[config.mk]
export PLATFORM = sky130hd
export DESIGN_NAME = calendar_ctrl
export DESIGN_NICKNAME = d
export VERILOG_FILES = /design/src/rtl/cal_pkg.sv /design/src/rtl/days_in_month.sv /design/src/rtl/calendar_ctrl.sv
export SDC_FILE = /design/constraint.sdc
export NUM_CORES = 1
export LEC_CHECK = 0
export CORE_ASPECT_RATIO = 1.25
export CORE_UTILIZATION = 50
export DETAILED_ROUTE_END_ITERATION = 16
export GPL_ROUTABILITY_DRIVEN = 0
export PLACE_DENSITY = 0.77
export SYNTH_ARGS = -nofsm -noshare
export SYNTH_HDL_FRONTEND = slang
export SYNTH_SLANG_ARGS = --single-unit
[constraint.sdc]
create_clock -name clk -period 3.3 [get_ports clk]
set_input_delay 0.66 -clock clk [delete_from_list [all_inputs] [get_ports clk]]
set_output_delay 0.66 -clock clk [all_outputs]
set_load 0.01 [all_outputs]
[src/rtl/cal_pkg.sv]
`default_nettype none
// ============================================================================
// Module : cal_pkg
// Brief  : Shared state codes (equal to the display field codes) and the
//          calendar constants used by the date sequencer.
// Rev    : 1.0
// ============================================================================
package cal_pkg;

  typedef enum logic [1:0] {
    RUN       = 2'd0,
    SET_YEAR  = 2'd1,
    SET_MONTH = 2'd2,
    SET_DAY   = 2'd3
  } cal_state_e;

  localparam logic [3:0] FEB       = 4'd2;
  localparam logic [3:0] DEC       = 4'd12;
  localparam logic [4:0] DAY_MIN   = 5'd1;
  localparam logic [3:0] MONTH_MIN = 4'd1;

endpackage
`default_nettype wire

[src/rtl/days_in_month.sv]
`default_nettype none
// ============================================================================
// Module : days_in_month
// Brief  : Combinational month length; February is 29 days in years 00, 04...
// Rev    : 1.0
// ============================================================================
module days_in_month
  import cal_pkg::*;
(
  input  logic [3:0] month_i,
  input  logic [5:0] year_i,
  output logic [4:0] dim_o
);

  // Only the low two year bits decide the leap rule in the 2000..2063 range.
  logic unused_year_hi;
  assign unused_year_hi = ^year_i[5:2];

  always_comb begin
    dim_o = 5'd31;
    case (month_i)
      4'd4, 4'd6, 4'd9, 4'd11: dim_o = 5'd30;
      FEB:                     dim_o = (year_i[1:0] == 2'd0) ? 5'd29 : 5'd28;
      default:                 dim_o = 5'd31;
    endcase
  end

endmodule
`default_nettype wire

[src/rtl/calendar_ctrl.sv]
`default_nettype none
// ============================================================================
// Module : calendar_ctrl
// Brief  : Day/month/year sequencer with button-driven set mode and timeout.
// Rev    : 1.0
// ============================================================================
module calendar_ctrl
  import cal_pkg::*;
#(
  parameter int YEAR_MAX  = 59,
  parameter int TIMEOUT_S = 30,
  parameter int TO_W      = 5
) (
  input  logic       clk,
  input  logic       clear_n,
  input  logic       day_tick,
  input  logic       sec_tick,
  input  logic       btn_mode,
  input  logic       btn_up,
  output logic [4:0] day,
  output logic [3:0] month,
  output logic [5:0] year,
  output logic       set_active,
  output logic [1:0] field_sel,
  output logic       year_wrap
);

  localparam logic [5:0]      YEAR_LAST = 6'(YEAR_MAX);
  localparam logic [TO_W-1:0] TO_LAST   = TO_W'(TIMEOUT_S - 1);

  cal_state_e      state_q, state_d;
  logic [4:0]      day_q, day_d, day_pre;
  logic [3:0]      month_q, month_d;
  logic [5:0]      year_q, year_d;
  logic            pending_q, pending_d;
  logic [TO_W-1:0] to_q, to_d;
  logic            set_active_q;
  logic            year_wrap_q, year_wrap_d;
  logic            clamp_en;
  logic [4:0]      dim_live, dim_next;

  days_in_month u_dim_live (
    .month_i (month_q),
    .year_i  (year_q),
    .dim_o   (dim_live)
  );

  // Clamp must see the month/year that will exist after this edge.
  days_in_month u_dim_next (
    .month_i (month_d),
    .year_i  (year_d),
    .dim_o   (dim_next)
  );

  always_comb begin
    state_d     = state_q;
    day_pre     = day_q;
    month_d     = month_q;
    year_d      = year_q;
    pending_d   = pending_q;
    to_d        = to_q;
    year_wrap_d = 1'b0;
    clamp_en    = 1'b0;

    case (state_q)
      RUN: begin
        pending_d = 1'b0;
        if (day_tick || pending_q) begin
          if (day_q < dim_live) begin
            day_pre = day_q + 5'd1;
          end else begin
            day_pre = DAY_MIN;
            if (month_q < DEC) begin
              month_d = month_q + 4'd1;
            end else begin
              month_d = MONTH_MIN;
              if (year_q == YEAR_LAST) begin
                year_d      = 6'd0;
                year_wrap_d = 1'b1;
              end else begin
                year_d = year_q + 6'd1;
              end
            end
          end
        end
        if (btn_mode) begin
          state_d = SET_YEAR;
          to_d    = '0;
        end
      end

      SET_YEAR, SET_MONTH, SET_DAY: begin
        if (day_tick) pending_d = 1'b1;
        if (btn_mode) begin
          to_d = '0;
          case (state_q)
            SET_YEAR:  state_d = SET_MONTH;
            SET_MONTH: state_d = SET_DAY;
            default:   state_d = RUN;
          endcase
        end else if (btn_up) begin
          to_d = '0;
          case (state_q)
            SET_YEAR:  year_d  = (year_q == YEAR_LAST) ? 6'd0 : year_q + 6'd1;
            SET_MONTH: month_d = (month_q >= DEC) ? MONTH_MIN : month_q + 4'd1;
            default:   day_pre = (day_q >= dim_live) ? DAY_MIN : day_q + 5'd1;
          endcase
        end else if (sec_tick) begin
          if (to_q == TO_LAST) begin
            to_d    = '0;
            state_d = RUN;
          end else begin
            to_d = to_q + TO_W'(1);
          end
        end
        clamp_en = (state_d != state_q);
      end

      default: state_d = RUN;
    endcase
  end

  always_comb begin
    day_d = day_pre;
    if (clamp_en && (day_pre > dim_next)) day_d = dim_next;
  end

  always_ff @(posedge clk or negedge clear_n) begin
    if (!clear_n) begin
      state_q      <= RUN;
      day_q        <= DAY_MIN;
      month_q      <= MONTH_MIN;
      year_q       <= 6'd0;
      pending_q    <= 1'b0;
      to_q         <= '0;
      set_active_q <= 1'b0;
      year_wrap_q  <= 1'b0;
    end else begin
      state_q      <= state_d;
      day_q        <= day_d;
      month_q      <= month_d;
      year_q       <= year_d;
      pending_q    <= pending_d;
      to_q         <= to_d;
      set_active_q <= (state_d != RUN);
      year_wrap_q  <= year_wrap_d;
    end
  end

  assign day        = day_q;
  assign month      = month_q;
  assign year       = year_q;
  assign set_active = set_active_q;
  assign field_sel  = state_q;
  assign year_wrap  = year_wrap_q;

endmodule
`default_nettype wire

==> impl_metrics.ini, run 1 <==
[worst_hold_path]
min-delay-start = to_q[4]$_DFFE_PN0P_
min_to = to_q[4]$_DFFE_PN0P_
whs_path_depth = 1
holdCritPathClass = flop to flop

[layout]
diodes = 0
utilization_pct = 74.4
seqCellArea_um2 = 629
multi_input_area_um2 = 1300
syn_to_final_growth_pct = 41.8
final_cell_mix = buf_4 (37), clkdlybuf4s50_1 (24), dfrtp_1 (22), nand2_1 (19), nor2_1 (17)
fillers = 273
drive_gt1_share_pct = 27.9
mostFrequentLayoutCell = buf_4
nNetsFinal = 301

[power_and_ir_drop]
power_density_nw_per_um2 = 922
power_leakage_nw = 1.10
ir_drop_mv = 0.634

[route]
num_vias = 1800
wl_per_cell_um = 14.6
drt-pass1-iter-count = 4
ant_nets = 0
route.detailed.drc = 0
routed_wl_um = 4590
drt_iter0_drc = 34
vias_per_cell = 5.71

[logic_synthesis]
yosys-top-cells-area = dfrtp_1 (31%), ha_1 (12%), o21ai_0 (5.2%), nand2_1 (3.9%), nor2_1 (3.9%)
synth_ff_type = dfrtp_1
syn_nets = 239
synth.distinct_cells = 44
async_flop_share_pct = 100
yosysTopAreaCell = dfrtp_1
synth_edf_count = 0
synth_top_area_share_pct = 31.2
ys_ff_latch = 25
synth_cells = 215
syn-cell-area_um2 = 1840
avgSynthCellArea_um2 = 8.57
yosysWarnings = 0
seq_area_frac_synth_pct = 34.1

[clocking]
worstSkewPairLatency_ps = 270
clock-root-buffer = clkbuf_8
clkTransAtPathRegs_ps = 90
clock_sinks = 25
cts_buffer_depth = 2
h-tree-depth = 1
cts_hold_buf = 0
numCtsBuffers = 3
cts_tree = yes

[die]
die_h_um = 69.9
die_area_um2 = 3930
rows = 24
initial_core_util_pct = 52.5
die_w_um = 56.3
ios = 25
core-area_um2 = 3510

[sta]
holdWs_ps = 478
finalMaxSlewViolations = 0
finalSetupTns_ps = -496
period_share_pct = 108
hold_viol = 0
min_period_ps = 3570
skew_ps = 1.88
tightest_slew_ps = 556
maxSlewHeadroom_pct = 62.5
rsz0062_at_grt = true
timing.fmax_ghz = 0.280
setup_viol = 2
fin_ws_ps = -266

[critical_path]
r2r_end = day[1]$_DFF_PN0_
slowest_delay_ps = 640
required_ps = 3460
cp_max_fo = 4
cp.arrival_ps = 3730
rrSetupSlack_ps = -270
r2r-start = month[0]$_DFF_PN1_
start_kind = flop
crit_chain = inv_4, ha_4, o21ai_2, o21ai_1, o21ai_1, ha_2, nand2b_4, a211oi_4, nor2_2, mux2i_2, a22o_1, inv_2, ha_4, a21oi_2, o2111ai_2, nor3b_2, mux2_1
ff2ff_path_depth = 17
crit_type = flop to flop
worst_path_max_delay_cell = dfstp_2
setup.worst_path.end_class = flop

[status]
violations = negative setup slack
outcome = finished with violations

[global_route]
grt_remaining_overflow = 0
grt_pass1_vias = 1813
track_usage_pct = 23.9
grt_pass1_wl_um = 7540
antenna_found_initial = 0
grt_start_max_net_pins = 26

[placement]
portBuffers = 24
place_hpwl_um = 3330

[run]
drv_cap = 0
[registers in the layout, indices dropped and copies added, names as in the netlist]
register and flops:
month 4, field_sel 2, year_wrap 1, year 6, set_active 1, pending_q 1
day 5, to_q 5
[timing repair]
item / 4_1_cts / 5_1_grt
setup endpoints to repair: 2 / 2
pin swaps: 7 / 6
gates resized for setup: 5 / 16
setup buffers: 4 / 2
[synth_stat cells, drive strengths merged, types with 2 or more instances]
| master | instances |
|---|---|
| a211oi | 2 |
| a21oi | 10 |
| a31oi | 3 |
| and2 | 2 |
| and3 | 4 |
| clkbuf | 4 |
| dfrtp | 23 |
| dfstp | 2 |
| ha | 18 |
| inv | 15 |
| mux2i | 5 |
| nand2 | 19 |
| nand2b | 2 |
| nand3 | 9 |
| nand4 | 4 |
| nor2 | 19 |
| nor2b | 5 |
| nor3 | 5 |
| nor3b | 3 |
| o2111ai | 3 |
| o211ai | 2 |
| o21ai | 22 |
| o311ai | 2 |
| o31ai | 4 |
| or2 | 5 |
| or3 | 2 |
| or4 | 2 |
| xor2 | 8 |
[power by group]
group / leakage, nW / total [mW] / switching [mW] / internal (mW)
clock network: 0.0228 / 0.187 / 0.101 / 0.0865
registers: 0.313 / 0.559 / 0.140 / 0.418
logic: 0.768 / 1.66 / 0.819 / 0.845
[through the flow]
step	instance area (µm²)	setup WS (ps)	power, mW	cells
after global routing	2610	-462	2.61	315
after detailed placement	2420	-289	1.99	305
after global placement	2420	-162	1.96	305
after floorplan	1910	-142	1.40	215
after CTS	2510	-211	2.25	313
final	2610	-266	2.41	315
[critical path, delay by kind of cell (launching register included)]
kind                       cells  cell delay (ps)
AOI/OAI and AO/OA              7              890
muxes                          2              650
DFF                            1              640
and+or+nand+nor                3              590
adders and majority gates      3              570
buffers and inverters          2              120
[cell families after synthesis]
logic type,synth area share [%]
and+or+nand+nor,23.7
DFF,34.1
AOI/OAI and AO/OA,17.5
xor gates and xnor gates,3.80
muxes,4.55
buffers and inverters,4.14
adders and majority gates,12.2
[how the worst max path moves through the flow]
stage / end / start / cells after the start / slack, ps
global placement: day[1]$_DFF_PN0_ / month[0]$_DFF_PN1_ / 17 / -160
global route: day[1]$_DFF_PN0_ / month[0]$_DFF_PN1_ / 17 / -460
CTS: day[1]$_DFF_PN0_ / month[0]$_DFF_PN1_ / 17 / -210
floorplan: day[1]$_DFF_PN0_ / month[0]$_DFF_PN1_ / 17 / -140
finish: day[1]$_DFF_PN0_ / month[0]$_DFF_PN1_ / 17 / -270
detailed placement: day[1]$_DFF_PN0_ / month[0]$_DFF_PN1_ / 17 / -290
[routing by layer]
metal	share of wire, %	global-route usage [%]
met2	51	43.4
met4	1.6	8.94
met1	44	28.1
met5	0	0
met3	2.7	3.33
[layout make-up]
class | count | share of cell area [%]
inverter | 15 | 2.35
tap | 39 | 1.87
timing repair buffer | 62 | 20.3
sequential | 25 | 24.1
clock buffer | 4 | 1.72
multi-input combinational | 170 | 49.7
(Power assumes the default switching activity.)
==> inputs of run 2 (changes only) <==
--- a/config.mk
+++ b/config.mk
@@ -10,6 +10,7 @@
 export DETAILED_ROUTE_END_ITERATION = 16
 export GPL_ROUTABILITY_DRIVEN = 0
 export PLACE_DENSITY = 0.77
+export RECOVER_POWER = 100
 export SYNTH_ARGS = -nofsm -noshare
 export SYNTH_HDL_FRONTEND = slang
 export SYNTH_SLANG_ARGS = --single-unit
==> run 2 against run 1 <==
  * The flow still finishes with violations (negative setup slack)
  * Core utilization shrank 0.21 points
  * Clock skew barely moved
  * Die area is the same
  * Register-to-register slack about the same
  * Sequential cell count is the same
  * Global-route usage unchanged
  * Maximum frequency about the same
  * Combinational power barely moved
  * Highest routed layer unchanged
==> impl_metrics.ini, run 2 (synthesis gave the netlist of run 1 again) <==
[die]
ios = 25
die_w_um = 56.3
die_area_um2 = 3930
core-area_um2 = 3510
initial_core_util_pct = 52.5
rows = 24
die_h_um = 69.9

[status]
violations = negative setup slack
outcome = finished with violations

[run]
drv_cap = 0

[critical_path]
critPathTopFamily = compound AO/OA/AOI/OAI gates
slowest_delay_ps = 640
cp_max_fo = 4
worst_path_max_delay_cell = dfstp_2
cp.arrival_ps = 3720
r2r_end = day[1]$_DFF_PN0_
r2r-start = month[0]$_DFF_PN1_
crit_type = flop to flop
required_ps = 3460
ff2ff_path_depth = 17
critPathLaunch = month[0]$_DFF_PN1_
crit_chain = inv_4, ha_4, o21ai_2, o21ai_1, o21ai_1, ha_2, nand2b_4, a211oi_4, nor2_2, mux2i_2, a22o_1, inv_2, ha_4, a21oi_2, o2111ai_2, nor3b_2, mux2_1
worstSetupPathDepth = 17
setup.worst_path.end_class = flop
path_buf_inv = 2
start_kind = flop
rrSetupSlack_ps = -260

[worst_hold_path]
holdCritPathClass = flop to flop
min-delay-start = to_q[4]$_DFFE_PN0P_
min_to = to_q[4]$_DFFE_PN0P_
whs_path_depth = 1

[sta]
maxSlewHeadroom_pct = 3.01
tightest_slew_ps = 1450
setup_viol = 2
rsz0062_at_grt = true
fin_ws_ps = -263
hold_viol = 0
finalMaxSlewViolations = 0
period_share_pct = 108
timing.fmax_ghz = 0.281
skew_ps = 1.89
min_period_ps = 3560

[global_route]
grt_remaining_overflow = 0
track_usage_pct = 23.9
antenna_found_initial = 0
grt_pass1_vias = 1813
grt_pass1_wl_um = 7540
grt_start_max_net_pins = 26

[clocking]
cts_buffer_depth = 2
clock_sinks = 25
clock-root-buffer = clkbuf_8
cts_tree = yes
h-tree-depth = 1
numCtsBuffers = 3
worstSkewPairLatency_ps = 270
clkTransAtPathRegs_ps = 90

[layout]
stdcell_area_um2 = 2610
drive_gt1_share_pct = 27.2
nNetsFinal = 301
final_cell_mix = buf_4 (35), dfrtp_1 (22), nand2_1 (19), nor2_1 (17), clkdlybuf4s50_1 (16)
mostFrequentLayoutCell = buf_4
syn_to_final_growth_pct = 41.3
largest_reg_flops = 6
instances_no_fill = 315
utilization_pct = 74.1
diodes = 0

[route]
num_vias = 1807
wl_per_cell_um = 14.5
drt-pass1-iter-count = 4
route.detailed.drc = 0
vias_per_cell = 5.74
routed_wl_um = 4560
ant_nets = 0
drt_iter0_drc = 38

[placement]
dp.cells = 305
portBuffers = 24
place_hpwl_um = 3330
place_area_um2 = 2420
pre_cts_ws_ps = -289

[power_and_ir_drop]
power_leakage_nw = 1.11
ir_drop_mv = 0.637
power_density_nw_per_um2 = 921
p_total_mw = 2.40
-- run 2: what timing repair did --
action                     in CTS  in global routing
gates resized for setup         5                 16
setup endpoints to repair       2                  2
hold buffers                    0                  0
buffers inserted                4                  2
pin swaps                       7                  6
-- run 2: power breakdown --
group / internal [mW] / total [mW] / switching, mW
sequential: 0.418 / 0.558 / 0.139
clock: 0.0865 / 0.187 / 0.100
combinational: 0.837 / 1.65 / 0.817
total: 1.34 / 2.40 / 1.06
-- run 2: through the flow --
| stage | hold slack, ps | setup TNS (ps) |
|---|---|---|
| 2_1_floorplan | 364 | -142 |
| 4_1_cts | 478 | -366 |
| 3_3_place_gp | 461 | -261 |
| 5_1_grt | 505 | -902 |
| 6_report | 478 | -489 |
| 3_5_place_dp | 464 | -516 |
-- run 2: layout make-up --
type | instances | area (µm²)
Clock buffer | 4 | 45.0
Fill cell | 275 | 908
Inverter | 15 | 61.3
Multi-Input combinational cell | 170 | 1300
Sequential cell | 25 | 629
Tap cell | 39 | 48.8
Timing Repair Buffer | 62 | 522
-- run 2: worst max path at each step --
| stage | slack [ps] | to |
|---|---|---|
| final | -260 | day[1]$_DFF_PN0_ |
| after global routing | -460 | day[1]$_DFF_PN0_ |
| after CTS | -210 | day[1]$_DFF_PN0_ |
| after detailed placement | -290 | day[1]$_DFF_PN0_ |
| after global placement | -160 | day[1]$_DFF_PN0_ |
| after floorplan | -140 | day[1]$_DFF_PN0_ |
-- run 2: routing by layer --
| layer | track usage, % | share of wire [%] |
|---|---|---|
| met5 | 0 | 0 |
| met4 | 8.94 | 1.6 |
| met3 | 3.33 | 3.2 |
| met2 | 43.4 | 51 |
| met1 | 28.1 | 44 |
==> inputs of run 3 (changes only) <==
--- a/config.mk
+++ b/config.mk
@@ -5,6 +5,7 @@
 export SDC_FILE = /design/constraint.sdc
 export NUM_CORES = 1
 export LEC_CHECK = 0
+export ABC_CLOCK_PERIOD_IN_PS = 3300
 export CORE_ASPECT_RATIO = 1.25
 export CORE_UTILIZATION = 50
 export DETAILED_ROUTE_END_ITERATION = 16
==> results of run 3 <==
No change in the layout: final DEF, timing and power equal those of run 2.
==> edit, RTL diff (flow settings as in run 2) <==
Register the output `field_sel` once more, with the module's reset; this adds one clock of latency there. The other outputs are not delayed to match.
--- a/src/rtl/calendar_ctrl.sv
+++ b/src/rtl/calendar_ctrl.sv
@@ -151,7 +151,13 @@
   assign month      = month_q;
   assign year       = year_q;
   assign set_active = set_active_q;
-  assign field_sel  = state_q;
+  always_ff @(posedge clk or negedge clear_n) begin
+    if (!clear_n) begin
+      field_sel <= '0;
+    end else begin
+      field_sel <= state_q;
+    end
+  end
   assign year_wrap  = year_wrap_q;
 
 endmodule
Formal check against the unedited RTL: not equivalent (a bounded check fails within 4 cycles, from zero or initial values).
==> edit against run 2 <==
The flow finishes with violations (design-rule violations, negative setup slack); wire length is 18% higher; sequential cell count grew 2; design area grew 4.2%; worst setup slack got worse by 140 ps; sequential power shrank 2%; non-clock buffer count increased by 4; area after synthesis rose by 6.0%; global-route usage is 1.9 points higher; total power rose by 12%; critical path type unchanged; critical endpoint is now day[0].
==> edit: results (changes against run 2) <==
| Metric | Value |
|---|---|
| Residual DRC | `2 (+2)` |
| Most frequent cells after synthesis | `25 x dfrtp_1, 20 x o21ai_0, 19 x nand2_1, 18 x ha_1` |
| Crit-path max cell delay | `590 ps (-50 ps)` |
| Post-synthesis compound-gate area fraction | `20.5% (+3.0 points)` |
| All-Layer GR Usage | `25.8% (+1.9 points)` |
| Clock root buffer | `clkbuf_8` |
| Critical path data arrival time | `3920 ps (+200 ps)` |
| Syn Nets | `245 (+2.5%)` |
| Family with the most delay on the worst path | `compound AO/OA/AOI/OAI gates` |
| DR pass1 iterations | `10 (+6)` |
| R2r endpoint | `day[0]` |
| DR vias/cell | `5.99 (+4.4%)` |
| Iter 0 DRT Violations | `111 (+190%)` |
| Post-synthesis mux area share | `4.48% (-0.067 points)` |
| Post-Synth Adder-Cell Area | `11.5% (-0.70 points)` |
| Placed wire-length estimate | `3.70 mm (+11%)` |
| Status | `complete, but fails checks` |
| Max-slew headroom | `0.427% (-2.6 points)` |
| Final Worst Setup Slack | `-404 ps (-141 ps)` |
| Minimum hold slack | `492 ps (+14.4 ps)` |
| Dpl cells | `317 (+3.9%)` |
| Clk_skew | `3.09 ps (+1.21 ps)` |
| Clock transition at path regs | `100 ps` |
| Netlist cell types | `49 (+11%)` |
| Average wire per standard cell | `16.6 um (+15%)` |
| Final net count | `309 (+2.7%)` |
| Met2 Routed Length | `2.84 mm (+21%)` |
| Final setup viols | `2 (unchanged)` |
| Failing checks | `design-rule violations, negative setup slack` |
| M1 WL | `2.12 mm (+6.2%)` |
| Synth area leaders | `dfrtp_1 32%, ha_1 12%, o21ai_0 5.1%, nand2_1 3.6%, a21oi_1 3.1%` |
| Main synth FF type | `dfrtp_1` |
| Peak supply drop | `0.439 mV (-31%)` |
| Critical path class | `register to register` |
| Global-route wire length before repair | `8.42 mm (+12%)` |
| Fraction of layout cells with a size suffix above 1 | `26.4% (-0.77 points)` |
| Pre-CTS WS | `-320 ps (-31.1 ps)` |
| Leakage Power | `1.18 nW (+6.4%)` |
| Via count | `1940 (+7.4%)` |
| Worst R2R Start | `month[0]` |
| Clock buffer count from CTS | `3 (unchanged)` |
| Area post-placement | `2570 um^2 (+6.1%)` |
| Largest net degree at the start of global routing | `28 (+7.7%)` |
| Synth Instances | `221 (+2.8%)` |
| Synth async-reset ratio | `100% (unchanged)` |
| Crit path max fanout | `5 (+1)` |
| Post-Synth XOR/XNOR Area | `3.14% (-0.66 points)` |
| Sequential area share after synthesis | `34.7% (+0.62 points)` |
| Wire length on met3 | `226 um (+56%)` |
## edit: cell type report
| class | count | area [um^2] |
|---|---|---|
| Multi-Input combinational cell | 171 | 1340 |
| Fill cell | 267 | 1040 |
| Sequential cell | 27 | 678 |
| Timing Repair Buffer | 66 | 544 |
| Inverter | 16 | 62.6 |
| Tap cell | 40 | 50.0 |
| Clock buffer | 4 | 45.0 |
## edit: logic make-up after synthesis
kind of cell	count (synthesis)
adder cells (fa/ha/maj)	18
buffers and inverters	23
AND/OR/NAND/NOR	79
AO/OA/AOI/OAI	60
flip-flops	27
multiplexers	7
XOR/XNOR	7
## edit: worst max-delay path by stage
stage	slack, ps	to	cells after the start
2_1_floorplan	-260	day[0]	17
3_3_place_gp	-250	day[0]	17
3_5_place_dp	-320	day[0]	17
4_1_cts	-250	day[0]	17
5_1_grt	-560	day[0]	17
6_report	-400	day[0]	17
## edit: metal layers
metal	vias up	global-route usage, %
met4	0	11.4
met1	935	31.4
met2	61	45.5
li1	919	-
met3	25	2.67
met5	-	0
## edit: repair_timing
action / in CTS / in global routing
buffers inserted: 1 / 2
gates resized for setup: 5 / 14
pin swaps: 4 / 6
setup endpoints to repair: 2 / 2
## edit: worst reg2reg max path: stages, from the launching register on
cell and delay [ps]:
dfstp_2 590, inv_4 60, ha_4 150, o21ai_2 120
o21ai_1 90, o21ai_1 160, ha_2 230, nor2b_4 60
o21ai_4 240, nand2_1 110, mux4_2 510, inv_2 90
ha_4 200, a21oi_4 130, o221ai_2 110, a311oi_2 300
nand3_2 170, mux2_4 320
## edit: report_power, final
group          switching, mW  internal [mW]  leakage [nW]
registers             0.0962          0.449         0.335
clock network          0.107         0.0867        0.0228
logic                   1.00          0.945         0.825
## edit: metrics by stage
step | power [mW] | TNS, ps
finish | 2.68 | -700
global route | 2.87 | -1030
CTS | 2.50 | -396
detailed placement | 2.24 | -539
global placement | 2.18 | -406
floorplan | 1.55 | -384
